## config.mk

```make
export PLATFORM = sky130hd
export DESIGN_NAME = seq_multiplier_n
export DESIGN_NICKNAME = d
export VERILOG_FILES = /design/src/rtl/seq_multiplier_n.sv
export SDC_FILE = /design/constraint.sdc
export NUM_CORES = 1
export LEC_CHECK = 0
export BUFFER_PORTS_ARGS = -buffer_cell sky130_fd_sc_hd__buf_2
export CAP_MARGIN = 20
export CORE_MARGIN = 3
export CORE_UTILIZATION = 62
export CTS_BUF_LIST = sky130_fd_sc_hd__clkbuf_16
export CTS_CLUSTER_DIAMETER = 60
export DETAILED_ROUTE_END_ITERATION = 10
export PLACE_DENSITY = 0.82
export SYNTH_ARGS = -nofsm -noshare
export SYNTH_HDL_FRONTEND = slang
export SYNTH_SLANG_ARGS = --single-unit
```

## constraint.sdc

```tcl
create_clock -name clk -period 6.31 [get_ports clk]
set_input_delay 0.3155 -clock clk [delete_from_list [all_inputs] [get_ports clk]]
set_output_delay 0.3155 -clock clk [all_outputs]
set_load 0.005 [all_outputs]
```

## src/rtl/seq_multiplier_n.sv

```systemverilog
// Radix-2 shift-add sequential multiplier with signed/unsigned mode.
// One result every WIDTH+2 cycles; product holds until the next operation completes.
module seq_multiplier_n #(
  parameter int WIDTH = 4,
  parameter int CNT_W = $clog2(WIDTH + 1)
) (
  input  logic               clk,
  input  logic               rst,
  input  logic               start,
  input  logic               signed_mode,
  input  logic [WIDTH-1:0]   multiplier,
  input  logic [WIDTH-1:0]   multiplicand,
  output logic [2*WIDTH-1:0] product,
  output logic               busy,
  output logic               done
);

  localparam int unsigned PW = 2 * WIDTH;

  localparam logic [1:0] S_IDLE = 2'd0;
  localparam logic [1:0] S_CALC = 2'd1;
  localparam logic [1:0] S_FIN  = 2'd2;

  logic [1:0]       state_q, state_d;
  logic [WIDTH-1:0] mplr_q, mplr_d;
  logic [WIDTH-1:0] mcand_q, mcand_d;
  logic [PW-1:0]    acc_q, acc_d;
  logic [CNT_W-1:0] cnt_q, cnt_d;
  logic             neg_q, neg_d;
  logic [PW-1:0]    prod_q, prod_d;
  logic             busy_q, busy_d;
  logic             done_q, done_d;

  // Next-state and datapath; operands are reduced to magnitudes so the core is unsigned
  always_comb begin
    state_d = state_q;
    mplr_d  = mplr_q;
    mcand_d = mcand_q;
    acc_d   = acc_q;
    cnt_d   = cnt_q;
    neg_d   = neg_q;
    prod_d  = prod_q;
    busy_d  = busy_q;
    done_d  = 1'b0;
    case (state_q)
      S_IDLE: begin
        if (start) begin
          mplr_d  = (signed_mode && multiplier[WIDTH-1])
                    ? (~multiplier + WIDTH'(1)) : multiplier;
          mcand_d = (signed_mode && multiplicand[WIDTH-1])
                    ? (~multiplicand + WIDTH'(1)) : multiplicand;
          neg_d   = signed_mode & (multiplier[WIDTH-1] ^ multiplicand[WIDTH-1]);
          acc_d   = '0;
          cnt_d   = '0;
          busy_d  = 1'b1;
          state_d = S_CALC;
        end
      end
      S_CALC: begin
        if (mplr_q[0]) begin
          acc_d = acc_q + (PW'(mcand_q) << cnt_q);
        end
        mplr_d = mplr_q >> 1;
        cnt_d  = cnt_q + CNT_W'(1);
        if (cnt_q == CNT_W'(WIDTH - 1)) begin
          state_d = S_FIN;
        end
      end
      S_FIN: begin
        prod_d  = neg_q ? (~acc_q + PW'(1)) : acc_q;
        done_d  = 1'b1;
        busy_d  = 1'b0;
        state_d = S_IDLE;
      end
      default: begin
        state_d = S_IDLE;
      end
    endcase
  end

  always_ff @(posedge clk or posedge rst) begin
    if (rst) begin
      state_q <= S_IDLE;
      mplr_q  <= '0;
      mcand_q <= '0;
      acc_q   <= '0;
      cnt_q   <= '0;
      neg_q   <= 1'b0;
      prod_q  <= '0;
      busy_q  <= 1'b0;
      done_q  <= 1'b0;
    end else begin
      state_q <= state_d;
      mplr_q  <= mplr_d;
      mcand_q <= mcand_d;
      acc_q   <= acc_d;
      cnt_q   <= cnt_d;
      neg_q   <= neg_d;
      prod_q  <= prod_d;
      busy_q  <= busy_d;
      done_q  <= done_d;
    end
  end

  assign product = prod_q;
  assign busy    = busy_q;
  assign done    = done_q;

endmodule

```

### After elaboration in Yosys (flattened, before gate mapping)

Index checks and enable logic that the tools add are counted.
Widths: inputs -> output; s select.

* multiplexer cells: 16
* equal/unequal tests: 6
* reductions and logical operators: 10
* add/sub/neg operators: 5
* bitwise operators: 5
* shift-type cells: 1

Operators with widths (number)
* $mux 8: 3
* $pmux 8 s2: 1
* $mux 4: 3
* $add 4x1->4 const B: 2
* $add 8x1->8 const B: 1
* $add 8x8->8: 1
* $not 4->4: 2
* $not 8->8: 1
* $pmux 4 s2: 1
* $reduce_and 2->1: 4
* $shl 4x3->8: 1
* $ne 2x2->1 const B: 3
* $pmux 3 s2: 1
* $mux 2: 2
* $pmux 2 s2: 1
* $reduce_bool 2->1: 2
* $add 3x1->3 const B: 1
* $eq 3x2->1 const B: 1
* $mux 3: 1
* $reduce_and 3->1: 1
* $eq 2x1->1 const B: 1
* $eq 2x2->1 const B: 1
* $logic_and 1x1->1: 2
* $logic_not 2->1: 1
* 4 further kinds: 5

* bits in registers: 32
* logic and storage cells: 52
* input bits: 12

### Depth between registers and ports, before layout

Gate-level depths: netlist of run 1.

* word-level depth: 5
* mapped depth: 12
* gate-level depth less buffers: 11

### Worst setup path before layout of run 1

No wires, ideal clock.

* kind: register to register
* from: register cnt_q[1]
* to: register acc_q[7]
* stages on the path, launching flop included: 10
* period minus slack after synthesis: 2.357 ns
* data required time: 6.231 ns
* arrival time: 2.278 ns
* path buffers: 1
* slack: 3.953 ns
* library setup time: 0.079 ns
* path through: dfrtp_1 > buf_6 > mux4_2 > and2_1 > ha_1 > o211a_1 > o21ai_0 > a32oi_1 > mux2i_1 > mux2i_1

* word-level cells in the longest chain between the ends: 4

RTL lines
* start: declaration: RTL line 28 `logic [CNT_W-1:0] cnt_q, cnt_d;`
* start signal: assignment: RTL line 97 `cnt_q <= cnt_d;`
* $shl 4x3->8: RTL line 61 `acc_d = acc_q + (PW'(mcand_q) << cnt_q);`
* $add 8x8->8: RTL line 61
* $mux 8: RTL line 60 `if (mplr_q[0]) begin`
* $pmux 8 s2: RTL line 45 `case (state_q)`
* end signal: assignment: RTL line 86 `acc_q <= '0;`
* end signal: assignment: RTL line 96 `acc_q <= acc_d;`
* end: declaration: RTL line 27 `logic [PW-1:0] acc_q, acc_d;`

No other way between the ends. The select of a mux whose other input is x is not followed.
A chain may end at the register's enable or synchronous reset.

### Worst setup path after layout of run 1

Same ends and word-level chain as after synthesis.

==> metrics.txt, run 1 <==
Clock Skew 0.003464 ns; setup slack, reg-to-reg 3.64 ns; Routed Antenna Nets 0; max frequency 374.4 MHz; Worst Setup SP cnt_q[1]; Vias/cell 5.989; r2r startpoint cnt_q[1]; worst slew pin tran 0.4995 ns; Worst-path clk slew ~0.05 ns; row count 19; number of global-route vias before repair 1610; Layout Nets about 260; initial antenna violation count 0; HP Class in -> reg; yosys warns 0; area growth from synthesis to layout 14.68%; clock power share approximately 25%; Worst slew margin about 67%; clock sink total 32; syn avg cell area 9.124 sq um; CTS Buffer Depth 2; Seq cells post-synth 32; H-tree levels 2; total track usage 25.92%; Pre-antenna DRT Iters 4; Pint 0.0006657 W; Synth Net Count between 200 and 250; worst hold slack roughly 0.3 ns; routed vias 1593; total power 0.001082 W; r2r endpoint acc_q[7]; layout cells sized above 1 between 10% and 20%; status complete, no violations; WP data required ~6.5 ns; first-pass GRT wire length ~7 mm; TritonCTS Buffers 5; crit-path max FO 11; Die Span X 61.86 um; Mapped Cells 212; gpl congestion 0.8618; crit share post-route 42.33%; clock root cell clkbuf_16; Initial Util approximately two thirds; worst skew pair latency 0.28 ns; R2R cell count 8; CTS tree yes; Synth cell types 35; PD cells 487.8 mW/mm^2; Arr. time, crit path 2.88 ns; average wire per standard cell around 16 um; hpwl dp 3.087 mm; VDD IR max 269.8 uV; synthesized cell area about 0.0019 sq mm; setup repair after global routing missed its margin false; Sw Share between 30% and 40%; final WL 4.156 mm; DRT iter0 DRCs 94; Seq pwr share 35.2%; core area 0.002853 sq mm; Antenna Cells 0; Gates resized, CTS repair 0; Die ar. 0.003826 sq mm; Final min period 2.671 ns; GRT overflow 0; Post-CTS Setup Bufs 0; Die Y 61.86 um; drt drc 0; io pins 22; Fin. Hold Viols 0; number of max-cap violations 0; Logic pwr share approximately two fifths; WHS Path Cells 3; startpoint types flop; pin count of the biggest net entering global routing 31; number of buffers added on ports 21; Leakage 1.113 nW; Net Switching between 0.0004 and 0.0005 W; Crit Path Class reg -> reg; CP endpoint acc_q[7]; sequential-to-total area share from yosys stat between 40% and 50%; Max Slew Vio Count 0; crit path capture type flop; final setup vio count 0; setup TNS 0 ns
-- registers in the layout (all words and copies together), names as in the netlist --
name     flops
done         1
acc_q        8
busy         1
neg_q        1
mcand_q      4
mplr_q       4
cnt_q        3
product      8
state_q      2
-- kinds of logic (layout without fill, tap and decap cells) --
family                     Yosys count  count (layout)  share of synthesized area, %
and+or+nand+nor                     74              74                         18.24
AOI/OAI and AO/OA                   52              52                         16.17
DFF                                 32              32                         41.40
buffers and inverters               19              42                         4.205
adders and majority gates           13              13                         8.797
xor gates and xnor gates            13              13                         5.886
muxes                                9               9                         5.304
-- Yosys cell counts, drive strengths merged --
master	n	area share, %
o211a	1	0.52
nand2	34	6.6
mux2i	8	4.1
nand3	7	1.8
clkbuf	5	0.97
xor2	8	3.6
a22oi	2	0.78
nor3	2	0.52
a211oi	2	0.78
fa	1	1.0
buf	3	1.1
o22ai	1	0.32
and3	1	0.32
o21bai	2	0.78
o21ai	28	7.2
or3	2	0.65
nor2b	4	1.3
nor3b	3	1.2
mux4	1	1.2
and2	3	0.97
ha	12	7.8
o31ai	4	1.6
a22o	3	1.4
and2b	1	0.45
a21o	2	0.78
a32oi	1	0.45
nand2b	9	2.9
xnor2	5	2.3
a21oi	6	1.6
inv	11	2.1
nor2	8	1.6
dfrtp	32	41
-- layer usage --
layer	track usage, %	wire, um	up-vias
met5	0	0	-
met3	7.851	201	9
met1	30.81	1748	771
met2	43.35	2123	36
li1	-	-	777
met4	11.21	83	0
-- cell usage in the layout, fill, tap and decap left out, drive strengths merged --
cell type    synthesis  final
nor3                 2      2
nor3b                3      3
nor2b                4      4
inv                 11     11
and2                 3      3
o211a                1      1
mux4                 1      1
buf                  3     22
a21oi                6      6
a32oi                1      1
and3                 1      1
or3                  2      2
nand2               34     34
xor2                 8      8
a21o                 2      2
o22ai                1      1
a211oi               2      2
and2b                1      1
dlygate4sd3          0      1
nand2b               9      9
nand3                7      7
clkinv               0      2
bufinv               0      1
o21bai               2      2
o21ai               28     28
a22oi                2      2
clkbuf               5      5
a22o                 3      3
o31ai                4      4
fa                   1      1
ha                  12     12
xnor2                5      5
nor2                 8      8
dfrtp               32     32
mux2i                8      8
-- worst min-delay path by stage --
| stage | from | to |
|---|---|---|
| CTS | multiplier[3] | mplr_q[3] |
| finish | multiplier[3] | mplr_q[3] |
| detailed placement | rst | mplr_q[1] |
| global placement | rst | mplr_q[2] |
| global route | multiplier[3] | mplr_q[3] |
| floorplan | rst | acc_q[0] |
-- repair_timing --
action                                  CTS  global route
endpoints found under the setup margin    0             0
endpoints found under the hold margin     2             0
hold buffers                              1             0
-- through the flow --
step / utilization (%) / std cells / instance area (sq um) / setup slack [ns]
floorplan: - / 212 / 1934 / 3.953
detailed placement: 71.71 / 257 / 2046 / 3.675
finish: 77.76 / 266 / 2218 / 3.639
global route: 77.76 / 266 / 2218 / 3.542
global placement: 71.71 / 257 / 2046 / 3.835
CTS: 77.76 / 266 / 2218 / 3.655
-- power groups by stage --
stage | registers (W) | clock network, W | logic [W]
floorplan | 0.000331 | 0 | 0.000366
global placement | 0.000370 | 0 | 0.000401
detailed placement | 0.000382 | 0 | 0.000428
CTS | 0.000379 | 0.000268 | 0.000438
global route | 0.000396 | 0.000279 | 0.000495
finish | 0.000381 | 0.000266 | 0.000435
-- critical path, cell delays in order (launching register included) --
cell and delay [ns]:
dfrtp_1 0.55, mux4_2 0.58, and2_1 0.18, ha_1 0.32, o211a_1 0.16, o21ai_0 0.12, a32oi_1 0.25, mux2i_1 0.25
mux2i_1 0.19
-- layout make-up --
| cell class | count | area [sq um] |
|---|---|---|
| Clock buffer | 5 | 125.1 |
| Fill cell | 199 | 634.4 |
| Timing Repair Buffer | 23 | 122.6 |
| Inverter | 11 | 41.29 |
| Tap cell | 31 | 38.79 |
| Sequential cell | 32 | 800.8 |
| Clock inverter | 3 | 37.54 |
| Multi-Input combinational cell | 161 | 1052 |
Power figures use the tool's default switching activity.
==> run 2, diff against run 1 <==
CORE_UTILIZATION = 58   (was 62)
PLACE_DENSITY = 0.77   (was 0.82)
clock period = 2.6 ns   (was 6.31 ns; I/O delays follow)
==> run 2 against run 1 <==
  * Combinational power increased to 2.6 times the previous value
  * Die area increased by 6.2%
  * Clock skew about the same
  * Core utilization decreased by 5.7 points
  * Clock power increased by 150%
  * Worst hold slack got worse by 0.19 ns
  * Sequential share of layout area decreased by 0.53 points
  * Critical endpoint unchanged
  * Via count unchanged
  * Clock-buffer cell count unchanged
==> metrics.txt, run 2 (same netlist as run 1, synthesis figures left out) <==
status complete, no violations (unchanged); HP Class in -> reg (unchanged); first-pass GRT wire length 7.334 mm (was 7.134 mm); Initial Util 61.84% (was 67.81%); Layout Nets 261 (was 259); Clock Skew 0.003606 ns (was 0.003464 ns); Antenna Cells 0 (unchanged); crit path capture type flop (unchanged); Sw Share 38.68% (was 38.48%); final setup vio count 0 (unchanged); pin count of the biggest net entering global routing 19 (was 31); Logic pwr share 41.7% (was 40.2%); Fin. Hold Viols 0 (unchanged); core area 0.003128 sq mm (was 0.002853 sq mm); register area 802.0 sq um (was 800.8 sq um); GRT overflow 0 (unchanged); layout cells sized above 1 15.19% (was 13.19%); total track usage 23.11% (was 25.92%); average wire per standard cell 15.27 um (was 15.62 um); Worst Setup SP cnt_q[0] (was cnt_q[1]); Seq pwr share 33.9% (was 35.2%); pre-CTS setup slack 0.1700 ns (was 3.675 ns); most frequent cells in the layout 34 x nand2_1, 31 x dfrtp_1, 21 x buf_2 (was 34 x nand2_1, 32 x dfrtp_1, 21 x buf_2); Leakage 1.125 nW (was 1.113 nW); DRT iter0 DRCs 84 (was 94); clock sink total 32 (unchanged); PD cells 1188 mW/mm^2 (was 487.8 mW/mm^2); final WL 4.291 mm (was 4.156 mm); most common cell after layout, fill and taps aside nand2_1 (unchanged); number of max-cap violations 0 (unchanged); final instance area 0.002255 sq mm (was 0.002218 sq mm); Net Switching 0.001036 W (was 0.0004164 W); Worst-path clk slew 0.05 ns (about the same); gpl congestion 0.8752 (was 0.8618); dpl cell area 0.002069 sq mm (was 0.002046 sq mm); worst skew pair latency 0.28 ns (about the same); Pre-antenna DRT Iters 4 (unchanged); fin util 72.08% (was 77.76%); initial antenna violation count 0 (unchanged); hpwl dp 2.975 mm (was 3.087 mm); io pins 22 (unchanged); routed vias 1593 (unchanged); HP Start multiplicand[3] (was multiplier[3]); setup TNS 0 ns (unchanged); slack of the critical path 0.1330 ns (was 3.639 ns); Arr. time, crit path 2.66 ns (was 2.88 ns); startpoint types flop (unchanged); CTS tree yes (unchanged); area growth from synthesis to layout 16.56% (was 14.68%); Final min period 2.467 ns (was 2.671 ns); Pint 0.001643 W (was 0.0006657 W); area of the multi-input gates 0.001055 sq mm (was 0.001052 sq mm); number of global-route vias before repair 1577 (was 1610); TritonCTS Buffers 5 (unchanged); worst slew pin tran 0.5497 ns (was 0.4995 ns); crit share post-route 94.88% (was 42.33%); WP data required 2.79 ns (was 6.51 ns); VDD IR max 722.0 uV (was 269.8 uV); Max Slew Vio Count 0 (unchanged); Vias/cell 5.669 (was 5.989); Die ar. 0.004064 sq mm (was 0.003826 sq mm); Crit Path Class reg -> reg (unchanged); row count 20 (was 19); CTS Buffer Depth 2 (unchanged); drt drc 0 (unchanged); number of buffers added on ports 21 (unchanged); clock power share 24.4% (was 24.6%); crit-path max FO 10 (was 11); Fillers 238 (was 199); max frequency 405.4 MHz (was 374.4 MHz); Routed Antenna Nets 0 (unchanged); Die Span X 63.75 um (was 61.86 um); H-tree levels 2 (unchanged); clock root cell clkbuf_16 (unchanged); r2r startpoint cnt_q[0] (was cnt_q[1]); Die Y 63.75 um (was 61.86 um); Worst slew margin 63.31% (was 66.70%)
[run 2: power by group through the flow]
stage / clock [W] / sequential (W) / combinational, W
floorplan: 0 / 0.000804 / 0.000888
global placement: 0 / 0.000887 / 0.00101
detailed placement: 0 / 0.000906 / 0.00105
CTS: 0.000656 / 0.000904 / 0.00110
global route: 0.000690 / 0.000938 / 0.00125
finish: 0.000654 / 0.000908 / 0.00112
[run 2: repair_timing]
action | CTS | global route
hold endpoints to repair | 14 | 0
resized for setup | 0 | 2
buffers inserted | 0 | 1
endpoints found under the setup margin | 0 | 2
hold buffers | 1 | 0
[run 2: final cells by class]
class / count / share of cell area (%)
clock buffers: 5 / 5.549
clock inverters: 3 / 1.720
inverters: 11 / 1.831
multi-input cells: 161 / 46.78
flip-flops and latches: 32 / 35.57
well taps: 44 / 2.442
repair buffers: 25 / 6.104
[run 2: layer usage]
| layer | track usage [%] | vias to the layer above | wire (um) |
|---|---|---|---|
| met5 | 0 | - | 0 |
| met4 | 8.086 | 0 | 60 |
| met2 | 39.37 | 43 | 2187 |
| li1 | - | 783 | - |
| met3 | 5.800 | 8 | 233 |
| met1 | 28.36 | 759 | 1809 |
[run 2: worst max-delay path, stage by stage (launching register included)]
cell and delay (ns):
dfrtp_2 0.48, mux2i_1 0.17, and2b_2 0.22, a211oi_1 0.28, ha_2 0.37, o211a_1 0.21, o21ai_0 0.10, a32oi_1 0.15
mux2i_1 0.20, mux2i_1 0.22
[run 2: final timing paths]
check,to,slack [ns],depth (start not counted)
worst max-delay path,acc_q[7],0.13,9
worst min-delay path,mcand_q[3],0.11,3
worst max register to register,acc_q[7],0.13,9
worst min register to register,product[2],0.48,2
max in group asynchronous,cnt_q[0],1.50,4
min in group asynchronous,product[7],0.44,3
[run 2: per-stage QoR]
stage               hold WS, ns  power (W)  cells
global placement         0.1791   0.001895    271
global route             0.1493   0.002882    281
detailed placement       0.1880   0.001959    271
finish                   0.1134   0.002680    281
floorplan                0.2462   0.001693    212
CTS                      0.1205   0.002655    280
